$ cat src/rtl/mb8_booth_enc.sv
// Radix-8 Booth operand encoder: frozen multiplicand my with precomputed 3*my,
// and a 2-stage valid/ready pipeline that turns multiplier operands into per-group selects.
module mb8_booth_enc #(
    parameter int WIDTH     = 8,
    parameter int GROUP_CNT = (WIDTH >> 2) + 1
) (
    input  logic                 CLK,
    input  logic                 RST,
    input  logic                 w_load,
    input  logic [WIDTH-1:0]     w_data,
    output logic                 w_ready,
    input  logic                 in_valid,
    output logic                 in_ready,
    input  logic [WIDTH-1:0]     mx,
    output logic                 out_valid,
    input  logic                 out_ready,
    output logic [GROUP_CNT-1:0] s,
    output logic [GROUP_CNT-1:0] d,
    output logic [GROUP_CNT-1:0] t,
    output logic [GROUP_CNT-1:0] q,
    output logic [GROUP_CNT-1:0] n,
    output logic [WIDTH-1:0]     my,
    output logic [WIDTH+1:0]     tmy
);

    localparam int XW = (3 * GROUP_CNT + 1 > WIDTH + 2) ? 3 * GROUP_CNT + 1 : WIDTH + 2;

    typedef enum logic [1:0] {
        EMPTY = 2'd0,
        CALC  = 2'd1,
        HELD  = 2'd2
    } state_t;

    state_t             state;
    logic               a_valid;
    logic [WIDTH-1:0]   a_mx;
    logic               b_valid;
    logic               b_adv;
    logic               load;
    logic               accept;
    logic [XW-1:0]      xe;
    logic [3:0]         grp;
    logic [GROUP_CNT-1:0] enc_s, enc_d, enc_t, enc_q, enc_n;

    // A reload is only taken with both stages empty, so beats never mix multiplicands.
    assign w_ready   = (state != CALC) && !a_valid && !b_valid;
    assign load      = w_load && w_ready;
    assign b_adv     = !b_valid || out_ready;
    assign in_ready  = (state == HELD) && (!a_valid || b_adv) && !load;
    assign accept    = in_valid && in_ready;
    assign out_valid = b_valid;

    always_ff @(posedge CLK or posedge RST) begin
        if (RST) begin
            state <= EMPTY;
            my    <= '0;
            tmy   <= '0;
        end else begin
            case (state)
                EMPTY, HELD: begin
                    if (load) begin
                        state <= CALC;
                        my    <= w_data;
                    end
                end
                CALC: begin
                    state <= HELD;
                    tmy   <= {{2{my[WIDTH-1]}}, my} + {my[WIDTH-1], my, 1'b0};
                end
                default: state <= EMPTY;
            endcase
        end
    end

    // Overlapping 4-bit windows {x[3i+2], x[3i+1], x[3i], x[3i-1]}; 1111 decodes to zero.
    always_comb begin
        xe    = {{(XW - WIDTH - 1){a_mx[WIDTH-1]}}, a_mx, 1'b0};
        grp   = '0;
        enc_s = '0;
        enc_d = '0;
        enc_t = '0;
        enc_q = '0;
        enc_n = '0;
        for (int unsigned i = 0; i < GROUP_CNT; i++) begin
            grp = xe[3*i +: 4];
            case (grp)
                4'b0001, 4'b0010, 4'b1101, 4'b1110: enc_s[i] = 1'b1;
                4'b0011, 4'b0100, 4'b1011, 4'b1100: enc_d[i] = 1'b1;
                4'b0101, 4'b0110, 4'b1001, 4'b1010: enc_t[i] = 1'b1;
                4'b0111, 4'b1000:                   enc_q[i] = 1'b1;
                default: ;
            endcase
            enc_n[i] = grp[3] && (grp != 4'b1111);
        end
    end

    always_ff @(posedge CLK or posedge RST) begin
        if (RST) begin
            a_valid <= 1'b0;
            a_mx    <= '0;
            b_valid <= 1'b0;
            s       <= '0;
            d       <= '0;
            t       <= '0;
            q       <= '0;
            n       <= '0;
        end else begin
            if (accept) begin
                a_valid <= 1'b1;
                a_mx    <= mx;
            end else if (b_adv) begin
                a_valid <= 1'b0;
            end
            if (b_adv) begin
                b_valid <= a_valid;
                s       <= enc_s;
                d       <= enc_d;
                t       <= enc_t;
                q       <= enc_q;
                n       <= enc_n;
            end
        end
    end

endmodule
$ cat config.mk
export PLATFORM = sky130hd
export DESIGN_NAME = mb8_booth_enc
export DESIGN_NICKNAME = d
export VERILOG_FILES = /design/src/rtl/mb8_booth_enc.sv
export SDC_FILE = /design/constraint.sdc
export NUM_CORES = 1
export LEC_CHECK = 0
export ABC_CLOCK_PERIOD_IN_PS = 2200
export BUFFER_PORTS_ARGS = -buffer_cell sky130_fd_sc_hd__buf_2
export CAP_MARGIN = 10
export CORE_MARGIN = 2
export CORE_UTILIZATION = 30
export CTS_CLUSTER_SIZE = 8
export DETAILED_ROUTE_END_ITERATION = 6
export HOLD_SLACK_MARGIN = 0.1
export PLACE_DENSITY_LB_ADDON = 0.12
export SYNTH_ARGS = -nofsm -noshare
export SYNTH_HDL_FRONTEND = slang
export SYNTH_SLANG_ARGS = --single-unit
$ cat constraint.sdc
create_clock -name CLK -period 2.2 [get_ports CLK]
set_clock_uncertainty 0.05 [all_clocks]
set_input_delay 0.66 -clock CLK [delete_from_list [all_inputs] [get_ports CLK]]
set_output_delay 0.66 -clock CLK [all_outputs]
set_load 0.02 [all_outputs]
==> results of run 1 <==
==> worst paths after layout <==
kind                                  startpoint                 end  slack [ns]  depth (start not counted)
min reg2reg                     s[0]$_DFFE_PP0P_    s[0]$_DFFE_PP0P_        0.42                          2
max in group asynchronous                    RST    t[1]$_DFFE_PP0P_        1.35                          3
min in group CLK                s[0]$_DFFE_PP0P_    s[0]$_DFFE_PP0P_        0.42                          2
max reg2reg                    my[1]$_DFFE_PP0P_  tmy[7]$_DFFE_PP0P_        0.23                          7
max                        out_valid$_DFFE_PP0P_            in_ready        0.11                          3
min                                          RST    s[0]$_DFFE_PP0P_        0.28                          2
==> Yosys cell counts <==
cell and count:
nor2b_4 1, buf_2 1, nand2_4 1, ha_1 9
mux2i_1 2, nand2b_1 7, xor2_1 3, o41ai_1 1
dfrtp_1 43, nor2_2 1, xnor2_1 4, a211oi_1 4
fa_1 1, o31ai_1 1, nand2_1 35, conb_1 1
nor2_1 10, o21bai_1 1, a21oi_1 3, a221oi_2 1
inv_1 7, nand3_1 4, a21o_1 2, o21ai_0 15
or3_1 1, mux2_2 9, or4_1 1, o2111ai_1 1
nor3_1 2, o211ai_1 1, o31a_1 1, o21a_1 1
nor2b_1 3, buf_4 2, clkbuf_1 5, mux2_4 8
==> cell families after synthesis <==
family | Yosys count
XOR/XNOR | 7
multiplexers | 19
flip-flops | 43
adder cells (fa/ha/maj) | 10
AND/OR/NAND/NOR | 66
buffers and inverters | 15
other | 1
AO/OA/AOI/OAI | 32
==> power breakdown <==
part	total (mW)	internal, mW	switching, mW
sequential	1.48	1.16	0.316
combinational	2.20	0.989	1.21
clock	0.542	0.287	0.256
total	4.22	2.44	1.78
==> routing by layer <==
layer | share of wire (%) | vias up
met4 | 0.48 | 0
met5 | 0 | -
met3 | 4.0 | 2
met1 | 48 | 713
met2 | 47 | 28
li1 | - | 768
==> layout make-up <==
class / count / area, um2
inverters: 7 / 26.3
fillers: 714 / 4170
multi-input cells: 136 / 956
flip-flops and latches: 43 / 1080
clock buffers: 8 / 100
repair buffers: 60 / 328
well taps: 80 / 100
==> registers in the layout, indices dropped and copies added, names as in the netlist <==
signal and flops:
tmy 10, a_mx 8, my 8, d 3, n 3, s 3
q 2, state 2, t 2, a_valid 1, out_valid 1
==> metrics by stage <==
step / cell area (um2) / util [%] / worst slack (ns)
3_5_place_dp: 2490 / 36.8 / 0.177
3_3_place_gp: 2490 / 36.8 / 0.205
2_1_floorplan: 2100 / - / 0.256
5_1_grt: 2590 / 38.3 / 0.0257
6_report: 2590 / 38.3 / 0.112
4_1_cts: 2590 / 38.3 / 0.101
==> placed cells by master, fill, tap and decap left out, drive strengths merged <==
| cell type | count |
|---|---|
| nor3 | 2 |
| o21a | 1 |
| o21ai | 15 |
| nor2 | 11 |
| ha | 9 |
| or4 | 1 |
| o211ai | 1 |
| nand2b | 7 |
| o31a | 1 |
| dfrtp | 43 |
| mux2i | 2 |
| a21oi | 3 |
| inv | 7 |
| buf | 60 |
| fa | 1 |
| mux2 | 17 |
| nor2b | 4 |
| xnor2 | 4 |
| xor2 | 3 |
| o2111ai | 1 |
| a211oi | 4 |
| a21o | 2 |
| o41ai | 1 |
| o31ai | 1 |
| a221oi | 1 |
| nand2 | 36 |
| conb | 2 |
| nand3 | 4 |
| or3 | 1 |
| clkbuf | 8 |
| o21bai | 1 |
==> key figures, run 1 <==
Timing
  • Slew Limit Fails: 0
  • Hold Vio Cnt, Final: 0
  • Crit path time final: roughly 2.1 ns
  • # setup viols final: 0
  • Setup TNS: 0 ns
  • FMAX: 0.479 GHz
  • Fin crit share: 94.9%
  • RSZ-0062 raised after global routing: no
  • Hold_ws: between 0.2 and 0.3 ns

Floorplanning
  • Initial Util: a little under a third
  • Core Region: between 0.006 and 0.007 mm2
  • Die H: slightly below 90 um
  • I/O pin cnt: between 50 and 60
  • Die width: between 80 and 90 um
  • Die ar.: 0.00766 mm2
  • Row Count: 30

CTS
  • Clock latency on the worst-skew pair: about 0.28 ns
  • Hold_buf cts: 0
  • Sinks on Clock Net: 43
  • Htree depth: 2
  • Post-CTS Setup Inserts: 0
  • CTS tree: yes
  • Root Buffer: clkbuf_8
  • Worst-path clk slew: 0.08 ns
  • Number of gates resized after CTS: 0
  • Num CTS Buffers: 5
  • CTS max path bufs: 2

Worst setup path
  • CP Data Required Time: between 1 and 1.5 ns
  • Critical path peak fanout: 5
  • Worst setup path class: register to output pin
  • Buf/Inv on CP: 1
  • Worst path cell trace: nor2b_4, a221oi_2, buf_2
  • Delay of the slowest critical-path stage: 0.44 ns
  • Crit start category: register
  • Slowest CP cell: dfrtp_1
  • Critical Path End Type: output pin
  • Crit path DAT: 1.38 ns
  • CP delay by family, top: flip-flops

Drt
  • Final ANT Viol Nets: 0
  • Avg WL per Cell: between 10 and 15 um
  • 1st-pass router iterations: 4
  • Starting DRC count in detailed routing: 32
  • Routed WL: 4.35 mm
  • DRC viols: 0
  • Drt via density: between 4 and 5
  • Vias: 1511

Logic synthesis
  • Simple logic cell fraction of the synthesized area: 14.6%
  • Cell Area, Synth: 0.00209 mm2
  • Register area share after synthesis: between 50% and 60%
  • Post-synthesis share of cell area spent on xor and xnor gates: slightly below 3%
  • Mapped Cells: ~190
  • Main area contributors after synthesis: dfrtp_1 51%, nand2_1 6.3%, mux2_4 5.7%
  • Main combinational cell family by area after synthesis: simple AND/OR/NAND/NOR gates
  • Most area-hungry cell type in the Yosys netlist: dfrtp_1
  • Top-area cell type share of the netlist area: between 50% and 60%
  • Syn Area/Cell: 10.8 um2
  • Synth Register Bits: 43
  • Post-Synth Adder-Cell Area: roughly 6.3%
  • Cell variety after synth: 36
  • Yosys warns: 0
  • Mux contribution to synthesized area: a little under an eighth
  • Compound-Gate Fraction of Synth Area: 9.86%

Placement
  • Routability cong.: 0.745
  • Hpwl dp: roughly 3.3 mm
  • Inst Count DP: 326
  • Port Buffers: 54

Global route
  • Routing usage on met1: around 17%
  • Initial antenna violation count: 0
  • M2 GR Usage: roughly a fifth
  • Grt ovf: 0
  • Largest net degree at the start of global routing: 29
  • Global-route wire length before repair: roughly 7.3 mm
  • Met3 Use GR: about 3.1%
  • GRT busiest layer: met2
  • Vias in the first global route: 1469
  • GRT Util Overall: 12.2%

Pwr
  • Worst vdd ir: roughly 0.62 mV
  • PwrDens: 1630 mW/mm2
  • Tot Pwr: between 4 and 5 mW
  • P_leak: approximately 1.3 nW

Cells and area
  • Layout Nets: between 200 and 300
  • Fin cells: 334
  • Share of cells above drive strength 1: 35.0%
  • Layout area overhead: 23.6%
  • Number of antenna diodes: 0

Hold path
  • HP Class: input pin to async pin

Job
  • Max-cap violations: 0

Status
  • Outcome: complete, no violations
Note: power is estimated with default switching activity, not from simulation.
==> inputs of run 2 (changes only) <==
--- a/config.mk
+++ b/config.mk
@@ -14,6 +14,7 @@
 export DETAILED_ROUTE_END_ITERATION = 6
 export HOLD_SLACK_MARGIN = 0.1
 export PLACE_DENSITY_LB_ADDON = 0.12
+export REMOVE_ABC_BUFFERS = 1
 export SYNTH_ARGS = -nofsm -noshare
 export SYNTH_HDL_FRONTEND = slang
 export SYNTH_SLANG_ARGS = --single-unit
==> run 2 against run 1 <==
Net effect:
- final cell count did not move
- clock power fell by 7.9%
- first-iteration DRC count rose by 59%
- sequential power barely moved
- worst setup slack improved by 0.037 ns
- sequential share of layout area rose by 0.26 points
- sequential cell count did not move
- die area did not move
- via count barely moved
- critical path depth did not move
- critical path type unchanged
==> key figures, run 2 (synthesis results as in run 1) <==
Status
  • Outcome: complete, no violations

Worst setup path
  • Critical Path End Type: output pin
  • Worst path cell trace: nor2b_4, a221oi_2, buf_2
  • Worst setup path class: register to output pin
  • Cells on worst reg2reg path: 7 (unchanged)
  • Critical path peak fanout: 5 (unchanged)
  • Buf/Inv on CP: 1 (unchanged)
  • FF-to-FF End: tmy[7]$_DFFE_PP0P_
  • Critical Path Stages: 3 (unchanged)
  • Crit path DAT: 1.34 ns (-0.04 ns)
  • R2R setup slack: 0.22 ns (about the same)
  • Crit start category: register
  • Slowest CP cell: dfrtp_1
  • CP delay by family, top: flip-flops
  • Delay of the slowest critical-path stage: 0.43 ns (about the same)
  • Reg2reg start: my[1]$_DFFE_PP0P_
  • CP Data Required Time: 1.49 ns (about the same)

Cells and area
  • Number of antenna diodes: 0 (unchanged)
  • Final core area utilization: 38.0% (-0.24 points)
  • Max reg flops: 10 (unchanged)
  • Layout area overhead: 22.8%
  • Fin cells: 334 (unchanged)
  • Layout Nets: 284 (unchanged)
  • Commonest cells after routing, fill and taps aside: 54 x buf_2, 43 x dfrtp_1, 35 x nand2_1
  • Largest regs: tmy x10, a_mx x8, my x8
  • Share of cells above drive strength 1: 35.4% (+0.39 points)
  • Post-route cell area: 0.00257 mm2 (-0.63%)
  • Biggest register: tmy
  • Commonest non-fill, non-tap cell in the layout: buf_2

Timing
  • RSZ-0062 raised after global routing: no
  • # setup viols final: 0 (unchanged)
  • Fin crit share: 93.2% (-1.7 points)
  • Slew Limit Fails: 0 (unchanged)
  • Hold_ws: 0.330 ns (+0.0493 ns)
  • Final WS setup: 0.149 ns (+0.0374 ns)
  • Hold Vio Cnt, Final: 0 (unchanged)
  • FMAX: 0.488 GHz (+1.8%)
  • Setup TNS: 0 ns (unchanged)
  • Crit path time final: 2.05 ns (-0.0374 ns)

Drt
  • 1st-pass router iterations: 4 (unchanged)
  • Routed WL: 4.35 mm (about the same)
  • Vias: 1512 (+0.066%)
  • Avg WL per Cell: 13.0 um (about the same)
  • DRC viols: 0 (unchanged)
  • Starting DRC count in detailed routing: 51 (+59%)
  • Drt via density: 4.53 (about the same)
  • Final ANT Viol Nets: 0 (unchanged)

Floorplanning
  • Initial Util: 31.0% (unchanged)
  • Core Region: 0.00676 mm2 (unchanged)
  • Row Count: 30 (unchanged)
  • Die width: 87.5 um (unchanged)
  • Die ar.: 0.00766 mm2 (unchanged)
  • I/O pin cnt: 57 (unchanged)
  • Die H: 87.5 um (unchanged)

CTS
  • Number of gates resized after CTS: 0 (unchanged)
  • Root Buffer: clkbuf_8
  • Worst-path clk slew: 0.09 ns (about the same)
  • Clock latency on the worst-skew pair: 0.29 ns (about the same)
  • Hold_buf cts: 0 (unchanged)
  • Post-CTS Setup Inserts: 0 (unchanged)
  • Sinks on Clock Net: 43 (unchanged)
  • CTS max path bufs: 2 (unchanged)
  • Num CTS Buffers: 5 (unchanged)
  • CTS tree: yes
  • Htree depth: 2 (unchanged)

Placement
  • Port Buffers: 54 (unchanged)
  • Routability cong.: 0.756 (+1.5%)
  • Hpwl dp: 3.13 mm (-4.9%)
  • Inst Count DP: 326 (unchanged)
  • Post-DP Area: 0.00249 mm2 (unchanged)
  • Worst slack at placement: 0.192 ns (+0.0152 ns)

Pwr
  • Sw frac: 43.3% (+1.1 points)
  • Clock power share: 12.0% (-0.8 points)
  • Seq pwr share: 35.3% (+0.3 points)
  • Internal: 2.37 mW (-2.9%)
  • Switch Pwr: 1.81 mW (+1.4%)
  • Comb pwr share: 52.7% (+0.6 points)
  • Tot Pwr: 4.18 mW (-1.1%)
  • Worst vdd ir: 0.519 mV (-16%)
  • P_leak: 1.31 nW (-0.29%)
  • PwrDens: 1620 mW/mm2 (-0.45%)

Global route
  • Vias in the first global route: 1449 (-1.4%)
  • Grt ovf: 0 (unchanged)
  • Global-route wire length before repair: 7.23 mm (-0.66%)
  • GRT Util Overall: 12.3% (+0.13 points)
  • Largest net degree at the start of global routing: 44 (+52%)
  • Initial antenna violation count: 0 (unchanged)

Job
  • Max-cap violations: 0 (unchanged)

Hold path
  • HP Class: input pin to async pin
## run 2: cell types whose count changed in the layout (fill, tap and decap cells not counted), sizes merged
| cell | delta |
|---|---|
| clkinv | +3 |
| clkbuf | -3 |
## run 2: worst max path at each step
| stage | slack (ns) | start | to |
|---|---|---|---|
| 6_report | 0.15 | out_valid$_DFFE_PP0P_ | in_ready |
| 5_1_grt | 0.05 | out_valid$_DFFE_PP0P_ | in_ready |
| 4_1_cts | 0.12 | out_valid$_DFFE_PP0P_ | in_ready |
| 3_5_place_dp | 0.19 | out_ready | in_ready |
| 3_3_place_gp | 0.21 | out_ready | in_ready |
| 2_1_floorplan | 0.21 | out_ready | in_ready |
## run 2: worst reg2reg max path: cells and delay by family, from the launching register on
kind	cells	cell delay [ns]
AND/OR/NAND/NOR	2	0.54
adder cells (fa/ha/maj)	2	0.43
flip-flops	1	0.43
AO/OA/AOI/OAI	2	0.37
buffers and inverters	1	0.07
## run 2: metal layers
metal	global-route usage, %	up-vias	share of wire, %
li1	-	769	-
met1	18.0	706	51
met2	18.2	35	44
met3	3.02	2	4.5
met4	3.36	0	0.62
met5	0	-	0
## run 2: final cells by class
class	count	area, um2
clock buffers	5	68.8
clock inverters	3	15.0
fillers	674	4190
inverters	7	26.3
multi-input cells	136	956
flip-flops and latches	43	1080
well taps	80	100
repair buffers	60	328
## run 2: power by group through the flow
stage	Combinational (mW)	Sequential, mW	Clock, mW
5_1_grt	2.50	1.55	0.558
2_1_floorplan	1.29	1.78	0
3_5_place_dp	2.23	1.51	0
4_1_cts	2.24	1.49	0.521
6_report	2.20	1.48	0.499
3_3_place_gp	2.21	1.50	0
==> inputs of run 3 (changes only) <==
--- a/config.mk
+++ b/config.mk
@@ -8,6 +8,8 @@
 export ABC_CLOCK_PERIOD_IN_PS = 2200
 export BUFFER_PORTS_ARGS = -buffer_cell sky130_fd_sc_hd__buf_2
 export CAP_MARGIN = 10
+export CELL_PAD_IN_SITES_DETAIL_PLACEMENT = 0
+export CELL_PAD_IN_SITES_GLOBAL_PLACEMENT = 1
 export CORE_MARGIN = 2
 export CORE_UTILIZATION = 30
 export CTS_CLUSTER_SIZE = 8
==> run 3 against run 2 <==
Net effect:
- final cell count increased by 0.30%
- global-route usage increased by 0.14 points
- non-clock buffer count increased by 1
- wire length increased by 2.6%
- largest power group unchanged
- sequential power about the same
- combinational power about the same
- sequential cell count unchanged
- sequential share of layout area decreased by 0.66 points
- worst setup slack got worse by 0.0096 ns
- core utilization increased by 0.61 points
- clock-buffer cell count increased by 1
- worst hold slack improved by 0.0088 ns
==> key figures, run 3 (synthesis results as in run 1) <==
Status
  • Outcome: complete, no violations

Pwr
  • Sw frac: 41.8% (-1.5 points)
  • P_leak: 1.33 nW (+1.1%)
  • Clock power share: 14.8% (+2.8 points)
  • Seq pwr share: 34.3% (-1.0 points)
  • Tot Pwr: 4.34 mW (+3.9%)
  • Worst vdd ir: 0.663 mV (+28%)
  • Comb pwr share: 50.9% (-1.8 points)
  • Internal: 2.52 mW (+6.6%)
  • PwrDens: 1660 mW/mm2 (+2.3%)
  • Switch Pwr: 1.81 mW (+0.33%)

Cells and area
  • Max reg flops: 10 (unchanged)
  • Commonest cells after routing, fill and taps aside: 54 x buf_2, 43 x dfrtp_1, 35 x nand2_1
  • Biggest register: tmy
  • FILL cells: 688 (+2.1%)
  • Number of antenna diodes: 0 (unchanged)
  • Layout Nets: 285 (+0.35%)
  • Share of cells above drive strength 1: 35.3% (-0.14 points)
  • Largest regs: tmy x10, a_mx x8, my x8
  • Layout area overhead: 24.7%
  • Fin cells: 335 (+0.30%)
  • Commonest non-fill, non-tap cell in the layout: buf_2

Timing
  • Fin crit share: 93.7% (+0.43 points)
  • Crit path time final: 2.06 ns (+0.00956 ns)
  • FMAX: 0.485 GHz (-0.46%)
  • Final WS setup: 0.139 ns (-0.00956 ns)
  • Slew Limit Fails: 0 (unchanged)
  • Setup TNS: 0 ns (unchanged)
  • # setup viols final: 0 (unchanged)
  • Hold Vio Cnt, Final: 0 (unchanged)
  • Hold_ws: 0.339 ns (+0.00882 ns)
  • RSZ-0062 raised after global routing: no

Worst setup path
  • R2R setup slack: 0.23 ns (about the same)
  • Worst setup path class: register to output pin
  • Cells on worst reg2reg path: 7 (unchanged)
  • Worst path cell trace: nor2b_4, a221oi_2, buf_2
  • Slowest CP cell: dfrtp_1
  • Crit path DAT: 1.35 ns (about the same)
  • Crit start category: register
  • Critical Path End Type: output pin
  • Reg2reg start: my[1]$_DFFE_PP0P_
  • CP Data Required Time: 1.49 ns (about the same)
  • FF-to-FF End: tmy[7]$_DFFE_PP0P_
  • Delay of the slowest critical-path stage: 0.43 ns (about the same)
  • Critical path peak fanout: 5 (unchanged)

Floorplanning
  • Die ar.: 0.00766 mm2 (unchanged)
  • Core Region: 0.00676 mm2 (unchanged)
  • Initial Util: 31.0% (unchanged)
  • Row Count: 30 (unchanged)
  • Die H: 87.5 um (unchanged)
  • I/O pin cnt: 57 (unchanged)
  • Die width: 87.5 um (unchanged)

Global route
  • Vias in the first global route: 1510 (+4.2%)
  • Initial antenna violation count: 0 (unchanged)
  • Global-route wire length before repair: 7.29 mm (+0.76%)
  • Grt ovf: 0 (unchanged)
  • GRT Util Overall: 12.4% (+0.14 points)
  • Largest net degree at the start of global routing: 44 (unchanged)

CTS
  • Root Buffer: clkbuf_8
  • CTS max path bufs: 2 (unchanged)
  • Post-CTS Setup Inserts: 0 (unchanged)
  • Number of gates resized after CTS: 0 (unchanged)
  • Clock latency on the worst-skew pair: 0.29 ns (about the same)
  • Worst-path clk slew: 0.09 ns (about the same)
  • Hold_buf cts: 0 (unchanged)
  • Htree depth: 2 (unchanged)
  • CTS tree: yes
  • Num CTS Buffers: 5 (unchanged)
  • Sinks on Clock Net: 43 (unchanged)

Placement
  • Port Buffers: 54 (unchanged)
  • Hpwl dp: 3.21 mm (+2.7%)
  • Worst slack at placement: 0.197 ns (+0.00503 ns)
  • Inst Count DP: 327 (+0.31%)
  • Routability cong.: 0.683 (-9.7%)

Drt
  • Avg WL per Cell: 13.3 um (+2.3%)
  • DRC viols: 0 (unchanged)
  • Routed WL: 4.46 mm (+2.6%)
  • 1st-pass router iterations: 4 (unchanged)
  • Drt via density: 4.59 (+1.3%)
  • Starting DRC count in detailed routing: 37 (-27%)
  • Final ANT Viol Nets: 0 (unchanged)
  • Vias: 1536 (+1.6%)

Job
  • Max-cap violations: 0 (unchanged)

Hold path
  • HP Class: input pin to async pin
-- run 3: metrics by stage --
step	utilization (%)	instance area (um2)
floorplan	-	2060
global placement	36.9	2490
detailed placement	36.9	2490
CTS	38.6	2610
global route	38.6	2610
finish	38.6	2610
-- run 3: layer usage --
layer	share of wire [%]	GRT usage (%)
met1	50	17.6
met2	44	18.6
met3	5.4	3.20
met4	0.58	4.20
met5	0	0
-- run 3: worst max path at each step --
stage                          start  slack [ns]  endpoint
6_report       out_valid$_DFFE_PP0P_        0.14  in_ready
3_5_place_dp               out_ready        0.20  in_ready
4_1_cts        out_valid$_DFFE_PP0P_        0.12  in_ready
5_1_grt        out_valid$_DFFE_PP0P_        0.07  in_ready
3_3_place_gp               out_ready        0.21  in_ready
2_1_floorplan              out_ready        0.21  in_ready
-- run 3: power by group through the flow --
stage / Clock (mW) / Sequential (mW) / Combinational [mW]
final: 0.642 / 1.49 / 2.21
after detailed placement: 0 / 1.51 / 2.24
after floorplan: 0 / 1.78 / 1.29
after global placement: 0 / 1.50 / 2.23
after CTS: 0.676 / 1.50 / 2.25
after global routing: 0.707 / 1.56 / 2.47
-- run 3: area by class of cell --
cell class                 count  area (um2)  area share, %
tap                           80         100           3.83
inverter                       7        26.3           1.01
sequential                    43        1080           41.2
multi-input combinational    136         956           36.6
clock buffer                   6        82.6           3.16
clock inverter                 2        35.0           1.34
timing repair buffer          61         335           12.8
-- run 3: worst max-delay path: cells and delay by family (launching register included) --
family	cells	cell delay, ns
buffers and inverters	1	0.21
AO/OA/AOI/OAI	1	0.27
flip-flops	1	0.43
AND/OR/NAND/NOR	1	0.15
